## src/rtl/exe_muldiv_sequencer_pkg.sv

```systemverilog
// rtl/exe_muldiv_sequencer_pkg.sv - shared encodings for the iterative mul/div sequencer
package exe_muldiv_sequencer_pkg;

   localparam int DEFAULT_WIDTH = 32;

   // op[1] selects divide, op[0] selects signed
   localparam logic [1:0] OP_MULTU = 2'b00;
   localparam logic [1:0] OP_MULT  = 2'b01;
   localparam logic [1:0] OP_DIVU  = 2'b10;
   localparam logic [1:0] OP_DIV   = 2'b11;

   typedef enum logic [2:0] {
      ST_IDLE = 3'd0,
      ST_MUL  = 3'd1,
      ST_DIV  = 3'd2,
      ST_FIX  = 3'd3,
      ST_DONE = 3'd4
   } state_t;

endpackage

```

## src/rtl/exe_muldiv_sequencer_datapath.sv

```systemverilog
// rtl/exe_muldiv_sequencer_datapath.sv - magnitude accumulator, shift-add / restoring-divide step and sign fix-up
module muldiv_datapath
   import exe_muldiv_sequencer_pkg::*;
#(
   parameter int WIDTH = DEFAULT_WIDTH
) (
   input  logic             clk,
   input  logic             rst,
   input  logic             load_i,
   input  logic             iterate_i,
   input  logic             fix_i,
   input  logic [1:0]       op_i,
   input  logic [WIDTH-1:0] val1_i,
   input  logic [WIDTH-1:0] val2_i,
   output logic [WIDTH-1:0] hi_o,
   output logic [WIDTH-1:0] lo_o
);

   // acc holds {partial product, multiplier} for MUL and {rem, quo} for DIV
   logic [2*WIDTH-1:0] acc_q, acc_d;
   logic [WIDTH-1:0]   mcand_q;
   logic               is_div_q, sign_res_q, sign_rem_q, dz_q;
   logic [WIDTH-1:0]   hi_q, lo_q, hi_d, lo_d;

   logic [WIDTH-1:0]   mag1, mag2;
   logic [WIDTH:0]     mul_sum, rem_sh, rem_diff;
   logic [2*WIDTH-1:0] prod_fix;
   logic [WIDTH-1:0]   rem_raw;

   // operand magnitudes, one iteration step and the final sign correction
   always_comb begin
      mag1     = (op_i[0] && val1_i[WIDTH-1]) ? -val1_i : val1_i;
      mag2     = (op_i[0] && val2_i[WIDTH-1]) ? -val2_i : val2_i;
      mul_sum  = {1'b0, acc_q[2*WIDTH-1:WIDTH]} + (acc_q[0] ? {1'b0, mcand_q} : '0);
      rem_sh   = acc_q[2*WIDTH-1:WIDTH-1];
      rem_diff = rem_sh - {1'b0, mcand_q};
      acc_d    = acc_q;
      if (is_div_q) begin
         if (!rem_diff[WIDTH])
            acc_d = {rem_diff[WIDTH-1:0], acc_q[WIDTH-2:0], 1'b1};
         else
            acc_d = {rem_sh[WIDTH-1:0], acc_q[WIDTH-2:0], 1'b0};
      end else begin
         // carry out of the add lands in the top bit after the right shift
         acc_d = {mul_sum, acc_q[WIDTH-1:1]};
      end
      prod_fix = sign_res_q ? -acc_q : acc_q;
      rem_raw  = dz_q ? acc_q[WIDTH-1:0] : acc_q[2*WIDTH-1:WIDTH];
      if (is_div_q) begin
         hi_d = sign_rem_q ? -rem_raw : rem_raw;
         if (dz_q)
            lo_d = '1;
         else
            lo_d = sign_res_q ? -acc_q[WIDTH-1:0] : acc_q[WIDTH-1:0];
      end else begin
         hi_d = prod_fix[2*WIDTH-1:WIDTH];
         lo_d = prod_fix[WIDTH-1:0];
      end
   end

   // operand latch on load, one step per iterate, HI/LO write on fix
   always_ff @(posedge clk or posedge rst) begin
      if (rst) begin
         acc_q      <= '0;
         mcand_q    <= '0;
         is_div_q   <= 1'b0;
         sign_res_q <= 1'b0;
         sign_rem_q <= 1'b0;
         dz_q       <= 1'b0;
         hi_q       <= '0;
         lo_q       <= '0;
      end else if (load_i) begin
         acc_q      <= {{WIDTH{1'b0}}, mag1};
         mcand_q    <= mag2;
         is_div_q   <= op_i[1];
         sign_res_q <= op_i[0] & (val1_i[WIDTH-1] ^ val2_i[WIDTH-1]);
         sign_rem_q <= op_i[0] & val1_i[WIDTH-1];
         dz_q       <= op_i[1] & (val2_i == '0);
      end else if (iterate_i) begin
         acc_q <= acc_d;
      end else if (fix_i) begin
         hi_q <= hi_d;
         lo_q <= lo_d;
      end
   end

   assign hi_o = hi_q;
   assign lo_o = lo_q;

endmodule

```

## src/rtl/exe_muldiv_sequencer.sv

```systemverilog
// rtl/exe_muldiv_sequencer.sv - EXE-stage multi-cycle MULT/DIV controller with pipeline stall
module exe_muldiv_sequencer
   import exe_muldiv_sequencer_pkg::*;
#(
   parameter int WIDTH = DEFAULT_WIDTH
) (
   input  logic             clk,
   input  logic             rst,
   input  logic             start,
   input  logic [1:0]       op,
   input  logic [WIDTH-1:0] val1,
   input  logic [WIDTH-1:0] val2,
   output logic             stall,
   output logic             busy,
   output logic             done,
   output logic             div_zero,
   output logic [WIDTH-1:0] hi,
   output logic [WIDTH-1:0] lo
);

   localparam int CW = $clog2(WIDTH + 1);

   state_t         state_q;
   logic [CW-1:0]  count_q;
   logic           done_q;
   logic           div_zero_q;
   logic           accept;
   logic           iterate;
   logic           fix;

   assign accept  = (state_q == ST_IDLE) && start;
   assign iterate = (state_q == ST_MUL) || (state_q == ST_DIV);
   assign fix     = (state_q == ST_FIX);

   // sequencing FSM: accept, count WIDTH steps, fix signs, retire
   always_ff @(posedge clk or posedge rst) begin
      if (rst) begin
         state_q    <= ST_IDLE;
         count_q    <= '0;
         done_q     <= 1'b0;
         div_zero_q <= 1'b0;
      end else begin
         done_q <= 1'b0;
         case (state_q)
            ST_IDLE: begin
               if (start) begin
                  count_q <= CW'(WIDTH);
                  if (!op[1]) begin
                     state_q <= ST_MUL;
                  end else if (val2 == '0) begin
                     // zero divisor skips the loop entirely
                     state_q    <= ST_FIX;
                     div_zero_q <= 1'b1;
                  end else begin
                     state_q    <= ST_DIV;
                     div_zero_q <= 1'b0;
                  end
               end
            end
            ST_MUL, ST_DIV: begin
               count_q <= count_q - 1'b1;
               if (count_q == CW'(1))
                  state_q <= ST_FIX;
            end
            ST_FIX: begin
               state_q <= ST_DONE;
               done_q  <= 1'b1;
            end
            default: state_q <= ST_IDLE;
         endcase
      end
   end

   // EXE is frozen while the loop runs, so a new start cannot appear here
   a_no_start_while_running: assert property (@(posedge clk) disable iff (rst)
      (state_q == ST_MUL || state_q == ST_DIV || state_q == ST_FIX) |-> !start);

   muldiv_datapath #(.WIDTH(WIDTH)) u_datapath (
      .clk       (clk),
      .rst       (rst),
      .load_i    (accept),
      .iterate_i (iterate),
      .fix_i     (fix),
      .op_i      (op),
      .val1_i    (val1),
      .val2_i    (val2),
      .hi_o      (hi),
      .lo_o      (lo)
   );

   assign stall    = accept || iterate || fix;
   assign busy     = (state_q != ST_IDLE);
   assign done     = done_q;
   assign div_zero = div_zero_q;

endmodule

```

## config.mk

```make
export PLATFORM = sky130hd
export DESIGN_NAME = exe_muldiv_sequencer
export DESIGN_NICKNAME = d
export VERILOG_FILES = /design/src/rtl/exe_muldiv_sequencer_pkg.sv /design/src/rtl/exe_muldiv_sequencer_datapath.sv /design/src/rtl/exe_muldiv_sequencer.sv
export SDC_FILE = /design/constraint.sdc
export NUM_CORES = 1
export LEC_CHECK = 0
export ABC_AREA = 0
export CAP_MARGIN = 20
export CORE_AREA = 2 2 179 181
export CTS_CLUSTER_DIAMETER = 30
export DETAILED_ROUTE_END_ITERATION = 6
export DIE_AREA = 0 0 181 183
export HOLD_SLACK_MARGIN = 0.1
export PLACE_DENSITY = 0.73
export SLEW_MARGIN = 5
export SYNTH_ARGS = -nofsm -noshare
export SYNTH_HDL_FRONTEND = slang
export SYNTH_HIERARCHICAL = 1
export SYNTH_SLANG_ARGS = --single-unit
```

## constraint.sdc

```tcl
create_clock -name clk -period 11.95 [get_ports clk]
set_input_delay 1.7925 -clock clk [delete_from_list [all_inputs] [get_ports clk]]
set_output_delay 1.7925 -clock clk [all_outputs]
set_load 0.02 [all_outputs]
```

# After elaboration in Yosys (flattened, before gate mapping)
# Cells that the tools add are included.
# Widths: inputs -> output; s select.
[word_totals]
reg_bits = 175
latchBits = 0
ram_bits = 0
rom_bits = 0
input_bits = 69
out_inout_bits = 68
wordCells = 71
mem_count = 0
[op_classes]
addsub = 8
multipliers = 0
n_div = 0
order_cmp = 0
eq_ne = 6
n_shift = 0
n_mux = 23
bitwise = 6
n_reduce_logical = 16
[op_table]
columns = ["cell", "count"]
rows = [
  ["$mux 64", 5],
  ["$mux 32", 9],
  ["$neg 32->32", 4],
  ["$neg 64->64", 1],
  ["$add 32x33->33", 1],
  ["$sub 33x32->33", 1],
  ["$logic_not 32->1", 1],
  ["$pmux 6 s2", 1],
  ["$pmux 3 s3", 1],
  ["$eq 3x2->1 const B", 2],
  ["$eq 6x1->1 const B", 1],
  ["$mux 3", 2],
  ["$mux 6", 1],
  ["$reduce_and 3->1", 2],
  ["$sub 6x1->6 const B", 1],
  ["$ne 2x2->1 const B", 2],
  ["$reduce_and 2->1", 2],
  ["$reduce_bool 2->1", 2],
  ["$and 1x1->1", 3],
  ["$eq 3x1->1 const B", 1],
  ["$logic_and 1x1->1", 3],
  ["$logic_not 3->1", 1],
  ["$logic_or 1x1->1", 3],
  ["$mux 1", 3],
  ["5 further kinds", 6],
]

# Longest topological paths before layout
[depth]
ltp_word = 5
mapped_depth = 16
depth_no_buf = 14

# By module
# Netlist, hierarchy kept.
[by_module_without_submodules]
columns = ["mod", "n_inst", "cells_each", "area_per_inst_um2", "seq_area_each_um2"]
rows = [
  ["muldiv_datapath", 1, 1919, 14645.3, 4103.9],
  ["exe_muldiv_sequencer", 1, 75, 708.2, 275.3],
]

# Least setup slack after synthesis
# OpenSTA, ideal clock, no wires.
[synth_timing]
kind = "input port to output port"
from = "input port start"
to = "output port stall"
arrival_time_ns = 2.298
required_time_ns = 10.158
slack_ns = 7.860
path_stages = 3
n_path_buf = 0
cell_sequence = "nor4b_4 a21oi_2 nand2b_1"
[synth_between]
elab_chain_len = 3
[synth_lines]
columns = ["item", "line_no", "rtl"]
rows = [
  ["from (decl)", "exe_muldiv_sequencer.sv:9", "input logic start,"],
  ["$logic_and 1x1->1", "exe_muldiv_sequencer.sv:31", "assign accept = (state_q == ST_IDLE) && start;"],
  ["$logic_or 1x1->1 (2 in a row)", "exe_muldiv_sequencer.sv:91", "assign stall = accept || iterate || fix;"],
  ["to (decl)", "exe_muldiv_sequencer.sv:13", "output logic stall,"],
]
# Every way passes these cells.

# Worst setup path after layout
[layout_timing]
from = "input port start"
to = "output port stall"
[layout_between]
elab_chain_len = 3
[layout_lines]
columns = ["item", "line_no", "rtl"]
rows = [
  ["$logic_and 1x1->1", "exe_muldiv_sequencer.sv:31", ""],
  ["named net accept", "exe_muldiv_sequencer.sv:27", "logic accept;"],
  ["$logic_or 1x1->1 (2 in a row)", "exe_muldiv_sequencer.sv:91", ""],
]
# The timed path passes the listed nets, and every way through them passes these cells.

==> results.cfg <==
[drt]
routed_wirelength_um = 49400
wire_per_inst_um = 20.2
antenna_violation_net_count_after_detailed_routing = 0
vias = 15100
dr.first_iter.drc_count = 1625
drc_violations_left = 0
post_drt_via_cell_ratio = 6.20
dr.pass1.iters = 6

[critical_path]
critical_path_source_type = primary input
worst-setup-path-type = primary input to output port
required_ns = 10.16
critical_path_arrival_ns = 3.94
endpoint_kind = output port
crit_fanout = 71
crit_reg_reg_endpoint = u_datapath/acc_q[60]
worst_r2r_path_depth = 14
r2r-start = u_datapath/acc_q[31]
rrSetupSlack_ns = 7.09

[floorplan]
floorplan.initialDensity_pct = 49.2
placement_rows = 65
die-height_um = 183
design.die.area_um2 = 33100
ioPinCount = 137
floorplan.core_area_um2 = 31200
fp.dieW_um = 181

[synthesis]
synth_warnings = 6
synth_cell_type_count = 76
synth_async_sr_flop_share_pct = 100
synth_area_um2 = 15400
average_footprint_of_a_synthesized_cell_um2 = 7.70
yosys_most_used_dff = dfrtp_1
ys_ff_latch = 175
synth-edff-count = 0
netlist_instances = 1994
ys_seq_area_share_pct = 28.5
synthesis.nets = 2135

[placed_design]
gpl.final_weighted_congestion = 0.974
post_dp_hpwl_um = 36400
buffer_ports.inserted = 136
place.detailed.instances = 2410

[cts]
root_buffer = clkbuf_16
cts.sink_count = 175
clk-insertion-delay-late_ns = 0.45
cts.repair.resized = 0
holdBufCountCts = 0
cts-htree-levels = 4
buffers_from_clock_root_to_sink_at_most = 2
tritoncts_clock_tree = yes
post_cts_buffers = 0
post_cts_clock_slew_at_the_launch_and_capture_registers_of_the_worst_setup_and_hold_paths_ns = 0.07
cts_buffers = 17

[hold_path]
worst_hold_path.num_cells = 2
holdPathEnd = u_datapath/hi_o[6]
min-delay-path-class = register to register
holdCritStartpoint = u_datapath/hi_o[6]

[cells_and_area]
antenna_cells = 0
most_common_cell_after_layout_fill_and_taps_aside = nor2_1
layout.cells.most_common_list = 252 x nor2_1, 233 x a21oi_1, 173 x dfrtp_1
sequential_cell_area_um2 = 4380
filler_cell_count = 2968
layout-drive-gt1-share_pct = 4.12
areaGrowthSynthToFinish_pct = 13.3
final_nets = 2168
finish.cell_count_without_fillers = 2442
footprint_of_the_multi_input_gates_um2 = 10200

[grt]
groute.layer.met3.usage_pct = 5.42
first_global_vias = 14100
met1_usage_pct = 42.0
maximum_number_of_pins_on_one_net_before_global_route_repair = 97
global_route.usage.met2_pct = 46.3
grt_pass1_wl_um = 77600
grt_util_all_layers_pct = 29.6
antenna_violations_before_repair = 0
global_route.overflow_total = 0
global_route.peak_usage_layer = met2

[timing]
setup_tns_ns = 0
setup-violations-final = 0
max_slew_margin_pct = 35.7
rsz0062_at_grt = no
slew_violations = 0
finalWorstPathRequiredPeriod_ns = 5.73
hold_slack_ns = 0.480
timing_hold_violations_final = 0
worst_slew_pin_slew_ns = 0.952
timing.final.crit_share_pct = 47.9
clock_skew_ns = 0.0115
fmax_mhz = 175

[outcome]
outcome = completed

[power]
static-leakage-power_nw = 7.36
power.ir.vdd_worst_uv = 115
power_per_cell_area_nw_per_um2 = 192

[run]
max_cap_viol_count = 0
==> layout make-up <==
class	instances	share of cell area, %
Timing Repair Buffer	153	8.60
Tap cell	402	2.89
Clock inverter	14	0.877
Multi-Input combinational cell	1609	58.4
Inverter	71	1.56
Clock buffer	18	2.47
Sequential cell	175	25.2
==> worst max-delay path: stages <==
cell	delay (ns)
clkdlybuf4s50_1	0.50
nor4b_4	0.19
buf_4	0.58
a21oi_2	0.14
nand2b_1	0.12
clkdlybuf4s50_1	0.60
==> synthesized netlist by cell type, drive strengths merged (25+ instances only) <==
| master | instances | area (um^2) |
|---|---|---|
| xnor2 | 86 | 761 |
| nor2 | 253 | 952 |
| xor2 | 114 | 998 |
| mux2i | 63 | 631 |
| inv | 70 | 263 |
| a22oi | 25 | 188 |
| nor3 | 43 | 215 |
| dfrtp | 175 | 4380 |
| o31ai | 38 | 285 |
| buf | 28 | 141 |
| nand2 | 160 | 601 |
| a21oi | 235 | 1180 |
| clkbuf | 111 | 417 |
| nor4 | 28 | 181 |
| nand3 | 35 | 175 |
| a21o | 37 | 278 |
| o21ai | 152 | 761 |
| ha | 70 | 876 |
==> report_power, final <==
part           internal (mW)  switching, mW
registers              0.757          0.306
logic                  0.738          0.972
clock network          0.312          0.264
total                   1.81           1.54
==> sequential cells by signal, indices dropped and copies added, names as in the netlist, 3 cells and up <==
name and count:
u_datapath/lo_o 32, u_datapath/mcand_q 32, state_q 3, u_datapath/hi_o 32, u_datapath/acc_q 64, count_q 6
==> layer usage <==
layer / vias up / routed length (um) / share of wire (%)
li1: 7154 / - / -
met1: 7186 / 22100 / 45
met2: 714 / 21700 / 44
met3: 77 / 4540 / 9.2
met4: 0 / 1070 / 2.2
met5: - / 0 / 0
==> metrics by stage <==
stage	cell area (um^2)	setup WS [ns]	power, mW	utilization [%]
finish	17400	6.22	3.35	55.7
detailed placement	16800	6.24	2.74	53.9
CTS	17400	6.21	3.32	55.7
global placement	16800	6.23	2.71	53.8
global route	17400	6.05	3.56	55.7
floorplan	15400	5.72	2.14	-
==> worst max-delay path by stage <==
stage | start | to | slack [ns]
after floorplan | rst | u_datapath/acc_q[0] | 5.72
after global placement | start | stall | 6.23
after detailed placement | start | stall | 6.24
after CTS | start | stall | 6.21
after global routing | start | stall | 6.05
final | start | stall | 6.22
==> cells by family after synthesis <==
logic type	count (synthesis)	share of synthesized area, %
XOR/XNOR	200	11.5
multiplexers	70	4.62
AO/OA/AOI/OAI	618	24.3
adder cells (fa/ha/maj)	72	5.97
buffers and inverters	210	5.37
flip-flops	175	28.5
AND/OR/NAND/NOR	649	19.8
No activity file was read; power rests on OpenSTA's default activity.
